===== config.mk =====
export PLATFORM = sky130hd
export DESIGN_NAME = mux16_rr_sched
export DESIGN_NICKNAME = d
export VERILOG_FILES = /design/src/rtl/mux16_rr_sched.sv
export SDC_FILE = /design/constraint.sdc
export NUM_CORES = 1
export LEC_CHECK = 0
export BUFFER_PORTS_ARGS = -buffer_cell sky130_fd_sc_hd__buf_2
export CAP_MARGIN = 25
export CORE_MARGIN = 1
export CORE_UTILIZATION = 50
export CTS_CLUSTER_DIAMETER = 100
export CTS_CLUSTER_SIZE = 8
export DETAILED_ROUTE_END_ITERATION = 10
export HOLD_SLACK_MARGIN = 0.06
export PLACE_DENSITY_LB_ADDON = 0.2
export SETUP_SLACK_MARGIN = 0.15
export SLEW_MARGIN = 10
export SYNTH_ARGS = -nofsm -noshare
export SYNTH_HDL_FRONTEND = slang
export SYNTH_SLANG_ARGS = --single-unit

===== constraint.sdc =====
create_clock -name clk -period 6.6 [get_ports clk]
set_input_delay 0 -clock clk [delete_from_list [all_inputs] [get_ports clk]]
set_output_delay 0 -clock clk [all_outputs]
set_load 0.02 [all_outputs]

===== src/rtl/mux16_rr_sched.sv =====
// Round-robin owner of a 16:1 bit mux: grants one requester at a time for up to HOLD cycles
// and captures the selected bit with its source tag. Optional MUX_SCHED_LOCK_EN adds a lock input.
module mux16_rr_sched #(
   parameter int unsigned HOLD = 4
) (
   input  logic        clk,
   input  logic        rst,
   input  logic [15:0] req,
   input  logic [15:0] in,
`ifdef MUX_SCHED_LOCK_EN
   input  logic        lock,
`endif
   output logic [3:0]  sel,
   output logic [15:0] gnt,
   output logic        out,
   output logic        out_vld,
   output logic [3:0]  out_src
);

   localparam int unsigned N_SRC = 16;
   localparam int unsigned IDX_W = 4;
   localparam logic [0:0]  ST_IDLE  = 1'b0;
   localparam logic [0:0]  ST_GRANT = 1'b1;
   localparam logic [IDX_W-1:0] CNT_INIT = IDX_W'(HOLD - 1);

   logic [0:0]       state_q, state_d;
   logic [IDX_W-1:0] ptr_q, ptr_d;
   logic [IDX_W-1:0] cnt_q, cnt_d;
   logic [IDX_W-1:0] sel_q, sel_d;
   logic [N_SRC-1:0] gnt_q, gnt_d;
   logic             out_q, out_d;
   logic             out_vld_q, out_vld_d;
   logic [IDX_W-1:0] out_src_q, out_src_d;

   logic [IDX_W-1:0] win_c;
   logic [IDX_W-1:0] idx_c;
   logic             hit_c;
   logic             req_any_c;
   logic             lock_hold_c;
   logic             issue_c;

   assign req_any_c = |req;

`ifdef MUX_SCHED_LOCK_EN
   assign lock_hold_c = lock & req[sel_q];
`else
   assign lock_hold_c = 1'b0;
`endif

   // First requester at or after ptr, wrapping 15 -> 0
   always_comb begin
      win_c = ptr_q;
      idx_c = ptr_q;
      hit_c = 1'b0;
      for (int i = 0; i < N_SRC; i++) begin
         idx_c = ptr_q + IDX_W'(i);
         if (!hit_c && req[idx_c]) begin
            win_c = idx_c;
            hit_c = 1'b1;
         end
      end
   end

   // State and output registers
   always_ff @(posedge clk) begin
      if (rst) begin
         state_q   <= ST_IDLE;
         ptr_q     <= '0;
         cnt_q     <= '0;
         sel_q     <= '0;
         gnt_q     <= '0;
         out_q     <= 1'b0;
         out_vld_q <= 1'b0;
         out_src_q <= '0;
      end else begin
         state_q   <= state_d;
         ptr_q     <= ptr_d;
         cnt_q     <= cnt_d;
         sel_q     <= sel_d;
         gnt_q     <= gnt_d;
         out_q     <= out_d;
         out_vld_q <= out_vld_d;
         out_src_q <= out_src_d;
      end
   end

   // Next-state, grant and capture logic
   always_comb begin
      state_d   = state_q;
      ptr_d     = ptr_q;
      cnt_d     = cnt_q;
      sel_d     = sel_q;
      gnt_d     = gnt_q;
      out_d     = out_q;
      out_vld_d = 1'b0;
      out_src_d = out_src_q;
      issue_c   = 1'b0;

      if (gnt_q != '0) begin
         out_d     = in[sel_q];
         out_src_d = sel_q;
         out_vld_d = 1'b1;
      end

      case (state_q)
         ST_IDLE: begin
            if (req_any_c) issue_c = 1'b1;
         end
         ST_GRANT: begin
            // Grant ends on expiry (unless locked) or on early release
            if (!req[sel_q] || ((cnt_q == '0) && !lock_hold_c)) begin
               if (req_any_c) begin
                  issue_c = 1'b1;
               end else begin
                  state_d = ST_IDLE;
                  gnt_d   = '0;
               end
            end else if (!lock_hold_c) begin
               cnt_d = cnt_q - IDX_W'(1);
            end
         end
         default: begin
            state_d = ST_IDLE;
            gnt_d   = '0;
         end
      endcase

      if (issue_c) begin
         state_d = ST_GRANT;
         gnt_d   = N_SRC'(1) << win_c;
         sel_d   = win_c;
         cnt_d   = CNT_INIT;
         ptr_d   = win_c + IDX_W'(1);
      end
   end

   assign sel     = sel_q;
   assign gnt     = gnt_q;
   assign out     = out_q;
   assign out_vld = out_vld_q;
   assign out_src = out_src_q;

endmodule


==> Word level (Yosys, flattened, before mapping) <==
Cells that the tools add are included.
{ "classes": {"n_reduce_logical": 41, "shifts": 1, "n_mux": 80, "magnitude_cmp": 17, "bitwise_logic": 2, "n_eq_ne": 2, "n_addsub": 17} }
{ "op_table": {"columns": ["operator", "n"], "rows": [
  ["$lt A4 B5 Y1 const B", 17],
  ["$bmux W1 S4", 18],
  ["$mux W16", 4],
  ["$mux W4", 15],
  ["$mux W1", 39],
  ["$add A4 B4 Y4 const B", 8],
  ["$add A4 B3 Y4 const B", 4],
  ["$logic_not A1 Y1", 16],
  ["$reduce_bool A16 Y1", 1],
  ["$reduce_or A16 Y1", 1],
  ["$shl A1 B4 Y16 const A", 1],
  ["$logic_and A1 B1 Y1", 15],
  ["$add A4 B1 Y4 const B", 2],
  ["$add A4 B2 Y4 const B", 2],
  ["$mux W2", 3],
  ["$logic_not A4 Y1", 1],
  ["$reduce_and A2 Y1", 2],
  ["$reduce_bool A2 Y1", 2],
  ["$sub A4 B1 Y4 const B", 1],
  ["$reduce_and A3 Y1", 1],
  ["$ne A2 B1 Y1 const B", 1],
  ["$ne A2 B2 Y1 const B", 1],
  ["$not A1 Y1", 2],
  ["$pmux W1 S2", 1],
  ["2 further kinds", 2]
]} }
{ "word_totals": {"wordCells": 169, "ff_bits": 35, "out_inout_bits": 26, "inputBits": 34} }

==> Depth between registers and ports, before layout <==
Gate-level depths: netlist of the first run.
{ "logic_depth": {"word_depth": 50, "ltp_mapped": 19} }

==> Worst setup path before layout of the first run <==
Ideal clock, no wire load.
{ "synth_path": {"kind": "register -> register", "startpoint": "register ptr_q[1]", "endpoint": "register ptr_q[3]", "setup_slack_ps": 1978, "path_stages_with_launch": 17, "period_less_slack_ps": 4622, "arrival_time_ps": 4531, "t_required_ps": 6509, "cell_sequence": "dfxtp_1 buf_2 buf_4 clkbuf_1 inv_1 ha_1 buf_2 mux4_2 mux2_2 mux2i_2 o21ai_1 a311oi_1 a2bb2oi_1 a2bb2oi_1 nand2_4 or4_1 a311oi_1"} }
{ "synth_between": {"elab_chain_cells": 49, "elab_cells_between_ends": 108} }
{ "synth_lines": {"columns": ["element", "line_no", "rtl"], "rows": [
  ["from (decl)", "27", "logic [IDX_W-1:0] ptr_q, ptr_d;"],
  ["from (signal assigned)", "77", "ptr_q <= ptr_d;"],
  ["parallel branches: the longest is 47 deep, another holds $add A4 B1 Y4", null, null],
  ["$mux W4 *", "57", "if (!hit_c && req[idx_c]) begin"],
  ["$add A4 B1 Y4 *", "133", "ptr_d = win_c + IDX_W'(1);"]
]} }
Mark *: on every way between the ends. The select of a mux whose other input is x is not followed.
A chain may end at the register's enable or synchronous reset.

==> Final worst setup path of the first run <==
{ "layout_path": {"startpoint": "register ptr_q[0]", "endpoint": "register ptr_q[3]"} }
Same word-level chain as after synthesis.

==> flow_metrics.env, run 1 <==
export IMPL_status="finished, final reports clean"
export IMPL_hold_depth=2
export IMPL_async_reset_ff_frac=0
export IMPL_min_period_over_period=0.788
export IMPL_firstDrtPassIters=6
export IMPL_reg2reg_from="ptr_q[0]$_SDFFE_PP0P_"
export IMPL_postCtsHoldBufs=0
export IMPL_critPathKind="register to register"
export IMPL_post_cts_buffers=0
export IMPL_synthCells=483
export IMPL_post_drt_wl_per_cell_um=19.9
export IMPL_rsz0062_at_grt="no"
export IMPL_synth_common_cells="nand2_1 (53), mux2i_1 (44), dfxtp_1 (35)"
export IMPL_fp_dieH_um=93.5
export IMPL_synth_fa_ha_area_frac=0.0269
export IMPL_crit_fanout=29
export IMPL_cts_resized=0
export IMPL_drt_total_wl_mm=12.6
export IMPL_setup_worst_path_start_class="register"
export IMPL_post_route_worst_setup_slack_ns=1.40
export IMPL_ys_types=67
export IMPL_regToRegSetupSlack_ns=1.40
export IMPL_fp_row_count=33
export IMPL_postSynthNetCount=526
export IMPL_antenna_cells=0
export IMPL_slew_headroom=0.362
export IMPL_cts_made_buffers=5
export IMPL_grt_first_pass_wirelength_mm=19.9
export IMPL_ios=60
export IMPL_cp_slowest_cell="ha_1"
export IMPL_synthMuxAreaShare=0.332
export IMPL_critPathCaptureType="register"
export IMPL_place_congestion=0.947
export IMPL_synth_xor_area_share=0.0308
export IMPL_cts_path_max_buffers=2
export IMPL_yosys_area_top_type="mux4_2"
export IMPL_routed_via_count=4243
export IMPL_cts_tree="done"
export IMPL_htreeDepth=2
export IMPL_synth_area_sq_mm=0.00419
export IMPL_core_area_sq_mm=0.00818
export IMPL_clock_sinks=35
export IMPL_numPortBuffers=59
export IMPL_max_stage_delay_ns=0.93
export IMPL_final_core_util=0.564
export IMPL_hold_viol=0
export IMPL_dp_hpwl_mm=9.63
export IMPL_fillers=768
export IMPL_setup_worst_path_start="ptr_q[0]$_SDFFE_PP0P_"
export IMPL_cp_arrival_ns=5.41
export IMPL_antenna_found_initial=0
export IMPL_synth_area_leaders="mux4_2 (18%), dfxtp_1 (17%), mux2i_1 (11%), nand2_1 (4.7%), a21oi_1 (4.1%)"
export IMPL_cts_clk_slew_worst_paths_ns=0.07
export IMPL_ant_nets=0
export IMPL_area_growth_pct=10.1
export IMPL_nNetsFinal=571
export IMPL_cp_required_ns=6.81
export IMPL_fin_setup_tns_ns=0
export IMPL_drcViolationCount=0
export IMPL_synth_top_cell_area_share=0.177
export IMPL_gr_total_overflow=0
export IMPL_r2r_cells=13
export IMPL_synth_edf_count=0
export IMPL_worstSkewPairLatency_ns=0.29
export IMPL_track_usage=0.295
export IMPL_cap_violations=0
export IMPL_ys_warnings_count=0
export IMPL_fin_crit_ns=5.20
export IMPL_synth_top_family_by_area="multiplexers"
export IMPL_crit_path_cell_trace="buf_4 -> inv_2 -> ha_1 -> mux4_2 -> mux2_2 -> mux2i_2 -> o21ai_1 -> a311oi_1 -> a2bb2oi_1 -> a2bb2oi_1 -> nand2_4 -> or4_1 -> a311oi_1"
export IMPL_cts_root_buf="clkbuf_8"
export IMPL_ys_flop_type="dfxtp_1"
export IMPL_finalClockSkew_ns=0.00515
export IMPL_pre_cts_ws_ns=1.41
export IMPL_fmax_mhz=192
export IMPL_drive_gt1_frac=0.253
export IMPL_die_w_um=93.5
export IMPL_setup_viol=0
export IMPL_synth_compound_area_frac=0.205
export IMPL_worst_pin_slew_ns=0.951
export IMPL_synthSimpleGateAreaFrac=0.189
export IMPL_vias_per_cell=6.69
export IMPL_synth_seq_area_share=0.167
export IMPL_drt_iter0_markers=454
export IMPL_grt_max_degree=35
export IMPL_initial_core_util=0.512
export IMPL_holdCritStartpoint="rst"
export IMPL_slew_violations=0
export IMPL_min_path_type="input pin to register"
export IMPL_synth_most_common_cell="nand2_1"
export IMPL_grt_pass1_vias=3792
export IMPL_ys_ff_latch=35
export IMPL_dieArea_sq_mm=0.00875
export IMPL_syn_avg_cell_area_sq_um=8.67
==> layout make-up <==
class / instances / area (sq um) / share of cell area
multi-input cells: 404 / 3290 / 0.713
flip-flops and latches: 35 / 701 / 0.152
repair buffers: 65 / 340 / 0.0738
well taps: 105 / 131 / 0.0285
clock buffers: 5 / 68.8 / 0.0149
inverters: 17 / 63.8 / 0.0138
clock inverters: 3 / 20.0 / 0.00434
==> critical path, delay by kind of cell (launching register included) <==
kind,cells,cell delay [ns]
compound gates,5,1.32
fa+ha+maj,1,0.93
buf+inv,2,0.52
flops,1,0.31
mux,3,1.27
simple gates,2,0.74
==> state kept, by name (all words and copies together), names as in the netlist <==
name     count
ptr_q        4
out_src      4
sel          4
out_vld      1
state_q      1
out          1
gnt         16
cnt_q        4
==> layer usage <==
metal,vias up,global-route usage,part of all wire
li1,1967,-,-
met1,1999,0.425,0.43
met2,241,0.464,0.46
met3,36,0.0407,0.088
met4,0,0.0782,0.026
met5,-,0,0
==> stage by stage <==
| step | hold WS [ns] | std cells | area [sq um] |
|---|---|---|---|
| final | 0.187 | 634 | 4610 |
| after global routing | 0.209 | 634 | 4610 |
| after CTS | 0.187 | 634 | 4610 |
| after detailed placement | 0.431 | 626 | 4520 |
| after global placement | 0.415 | 626 | 4520 |
| after floorplan | 0.266 | 483 | 4190 |
==> layout by cell type (no fill, tap or decap), types with 12 or more instances in the layout <==
cell type	n
nor2_1	34
inv_1	13
nor4_1	12
mux2i_1	44
buf_2	59
nand2_1	53
mux4_2	33
dfxtp_1	35
a21oi_1	34
mux2_2	15
o21ai_0	24
==> cells by family (layout without fill, tap and decap cells) <==
kind of cell / after synthesis / in the layout
AO/OA/AOI/OAI: 126 / 126
multiplexers: 94 / 94
adder cells (fa/ha/maj): 9 / 9
flip-flops: 35 / 35
buffers and inverters: 44 / 90
AND/OR/NAND/NOR: 162 / 162
XOR/XNOR: 13 / 13
==> path summary, 6_finish.rpt <==
kind,to
worst max register to register,ptr_q[3]$_SDFFE_PP0P_
worst min register to register,gnt[9]$_SDFFE_PP0P_
worst min-delay path,gnt[7]$_SDFFE_PP0P_
worst max-delay path,ptr_q[3]$_SDFFE_PP0P_
Power of run 1 is left out: the tool's default activity adds up to more than one toggle a clock period on the data nets, which glitch-free logic cannot reach.
==> inputs of run 2 (changes only) <==
--- a/config.mk
+++ b/config.mk
@@ -5,6 +5,7 @@
 export SDC_FILE = /design/constraint.sdc
 export NUM_CORES = 1
 export LEC_CHECK = 0
+export ABC_AREA = 1
 export BUFFER_PORTS_ARGS = -buffer_cell sky130_fd_sc_hd__buf_2
 export CAP_MARGIN = 25
 export CORE_MARGIN = 1
==> constraint.sdc (replaced) <==
create_clock -name clk -period 4.2 [get_ports clk]
set_input_delay 0 -clock clk [delete_from_list [all_inputs] [get_ports clk]]
set_output_delay 0 -clock clk [all_outputs]
set_load 0.02 [all_outputs]
==> run 2 against run 1 <==
Net effect: non-clock buffer count grew 4; utilization grew 2.6 points; critical path depth grew 13; routed wire length shrank 11%; cell count grew 30%; sequential cell count is the same; highest routed layer unchanged; synthesized cell count grew 38%.
==> flow_metrics.env, run 2 <==
export IMPL_cts_clk_slew_worst_paths_ns=0.07
export IMPL_synth_seq_area_share=0.184
export IMPL_nNetsFinal=765
export IMPL_syn_avg_cell_area_sq_um=5.72
export IMPL_synthCells=666
export IMPL_grt_pass1_vias=3931
export IMPL_ant_nets=0
export IMPL_grt_first_pass_wirelength_mm=18.2
export IMPL_drcViolationCount=0
export IMPL_worstSkewPairLatency_ns=0.29
export IMPL_slew_violations=0
export IMPL_cp_arrival_ns=3.94
export IMPL_die_w_um=89.3
export IMPL_clock_sinks=35
export IMPL_antenna_cells=0
export IMPL_status="finished, final reports clean"
export IMPL_fin_crit_ns=3.77
export IMPL_cts_made_buffers=5
export IMPL_cap_violations=0
export IMPL_synth_top_cell_area_share=0.194
export IMPL_synth_edf_count=0
export IMPL_ys_flop_type="dfxtp_1"
export IMPL_final_cell_mix="nand2_1 (197), nand3_1 (107), nor2_1 (75)"
export IMPL_antenna_found_initial=0
export IMPL_ys_warnings_count=0
export IMPL_ios=60
export IMPL_grt_max_degree=29
export IMPL_ys_types=50
export IMPL_critPathCaptureType="register"
export IMPL_fmax_mhz=266
export IMPL_vias_per_cell=5.44
export IMPL_synth_area_sq_mm=0.00381
export IMPL_drive_gt1_frac=0.166
export IMPL_yosys_area_top_type="nand2_1"
export IMPL_rsz0062_at_grt="no"
export IMPL_fillers=759
export IMPL_htreeDepth=2
export IMPL_fin_setup_tns_ns=0
export IMPL_min_period_over_period=0.897
export IMPL_synth_area_leaders="nand2_1 (19%), dfxtp_1 (18%), nand3_1 (14%), nor2_1 (7.4%), inv_1 (6.7%)"
export IMPL_dieArea_sq_mm=0.00797
export IMPL_routed_via_count=4475
export IMPL_synth_common_cells="nand2_1 (197), nand3_1 (107), nor2_1 (75)"
export IMPL_initial_core_util=0.522
export IMPL_drt_total_wl_mm=11.2
export IMPL_track_usage=0.295
export IMPL_crit_buf_inv=3
export IMPL_core_area_sq_mm=0.00729
export IMPL_largest_register_ffs=16
export IMPL_fp_row_count=31
export IMPL_multi_input_area_sq_mm=0.00272
export IMPL_async_reset_ff_frac=0
export IMPL_post_drt_wl_per_cell_um=13.6
export IMPL_place_congestion=0.934
export IMPL_layout_commonest_cell="nand2_1"
export IMPL_postSynthNetCount=709
export IMPL_critPathKind="register to register"
export IMPL_fp_dieH_um=89.3
export IMPL_area_growth_pct=13.0
export IMPL_min_path_type="input pin to register"
export IMPL_cts_path_max_buffers=2
export IMPL_cp_required_ns=4.38
export IMPL_hold_viol=0
export IMPL_cp_slowest_cell="dfxtp_1"
export IMPL_gr_total_overflow=0
export IMPL_dp_hpwl_mm=8.79
export IMPL_worst_pin_slew_ns=1.00
export IMPL_setup_worst_path_start_class="register"
export IMPL_numPortBuffers=59
export IMPL_drt_iter0_markers=323
export IMPL_slew_headroom=0.322
export IMPL_cts_tree="done"
export IMPL_ys_ff_latch=35
export IMPL_seq_area_sq_um=702
export IMPL_finalClockSkew_ns=0.00415
export IMPL_postCtsHoldBufs=0
export IMPL_synth_most_common_cell="nand2_1"
export IMPL_cpLargestDelayFamily="simple AND/OR/NAND/NOR gates"
export IMPL_cts_root_buf="clkbuf_8"
export IMPL_crit_top_cell="nand2_1"
export IMPL_cts_resized=0
export IMPL_crit_fanout=28
export IMPL_setup_viol=0
export IMPL_firstDrtPassIters=6
export IMPL_post_cts_buffers=0
export IMPL_max_stage_delay_ns=0.40
## run 2: final cells by class
class,instances,share of cell area
clock buffer,5,0.0160
multi-input combinational,534,0.631
clock inverter,3,0.00465
sequential,35,0.163
tap,99,0.0288
timing repair buffer,69,0.0878
inverter,77,0.0686
## run 2: worst register-to-register path: cells and delay by family, from the launching register on
| family | cells | cell delay [ns] |
|---|---|---|
| AND/OR/NAND/NOR | 19 | 2.02 |
| buffers and inverters | 3 | 0.51 |
| AO/OA/AOI/OAI | 2 | 0.21 |
| flip-flops | 1 | 0.40 |
| adder cells (fa/ha/maj) | 2 | 0.51 |
## run 2: cell families after synthesis
logic type | count (synthesis) | share of synthesized area
AO/OA/AOI/OAI | 87 | 0.131
XOR/XNOR | 7 | 0.0230
adder cells (fa/ha/maj) | 9 | 0.0296
buffers and inverters | 97 | 0.106
flip-flops | 35 | 0.184
AND/OR/NAND/NOR | 431 | 0.526
## run 2: per-stage QoR
step / utilization / setup WS, ns / hold WS, ns / instance area, sq um / cells
after floorplan: - / 0.615 / 0.168 / 3810 / 666
after global placement: 0.573 / 0.312 / 0.383 / 4180 / 813
after detailed placement: 0.573 / 0.225 / 0.405 / 4180 / 813
after CTS: 0.586 / 0.222 / 0.106 / 4270 / 821
after global routing: 0.590 / 0.133 / 0.119 / 4300 / 822
final: 0.590 / 0.434 / 0.105 / 4300 / 822
## run 2: final timing paths
| kind | from | endpoint | slack (ns) | depth (start not counted) |
|---|---|---|---|---|
| worst max-delay path | ptr_q[0]$_SDFFE_PP0P_ | ptr_q[2]$_SDFFE_PP0P_ | 0.43 | 26 |
| worst min-delay path | rst | gnt[8]$_SDFFE_PP0P_ | 0.11 | 2 |
| worst min register to register | gnt[7]$_SDFFE_PP0P_ | gnt[7]$_SDFFE_PP0P_ | 0.48 | 2 |
| worst max register to register | ptr_q[0]$_SDFFE_PP0P_ | ptr_q[2]$_SDFFE_PP0P_ | 0.43 | 26 |
## run 2: layer usage
metal / part of all wire / vias to the layer above / GRT usage
met4: 0.018 / 0 / 0.0952
met2: 0.49 / 165 / 0.524
li1: - / 2288 / -
met5: 0 / - / 0
met1: 0.43 / 2003 / 0.370
met3: 0.060 / 19 / 0.0351
Power of run 2 is left out for the same reason.
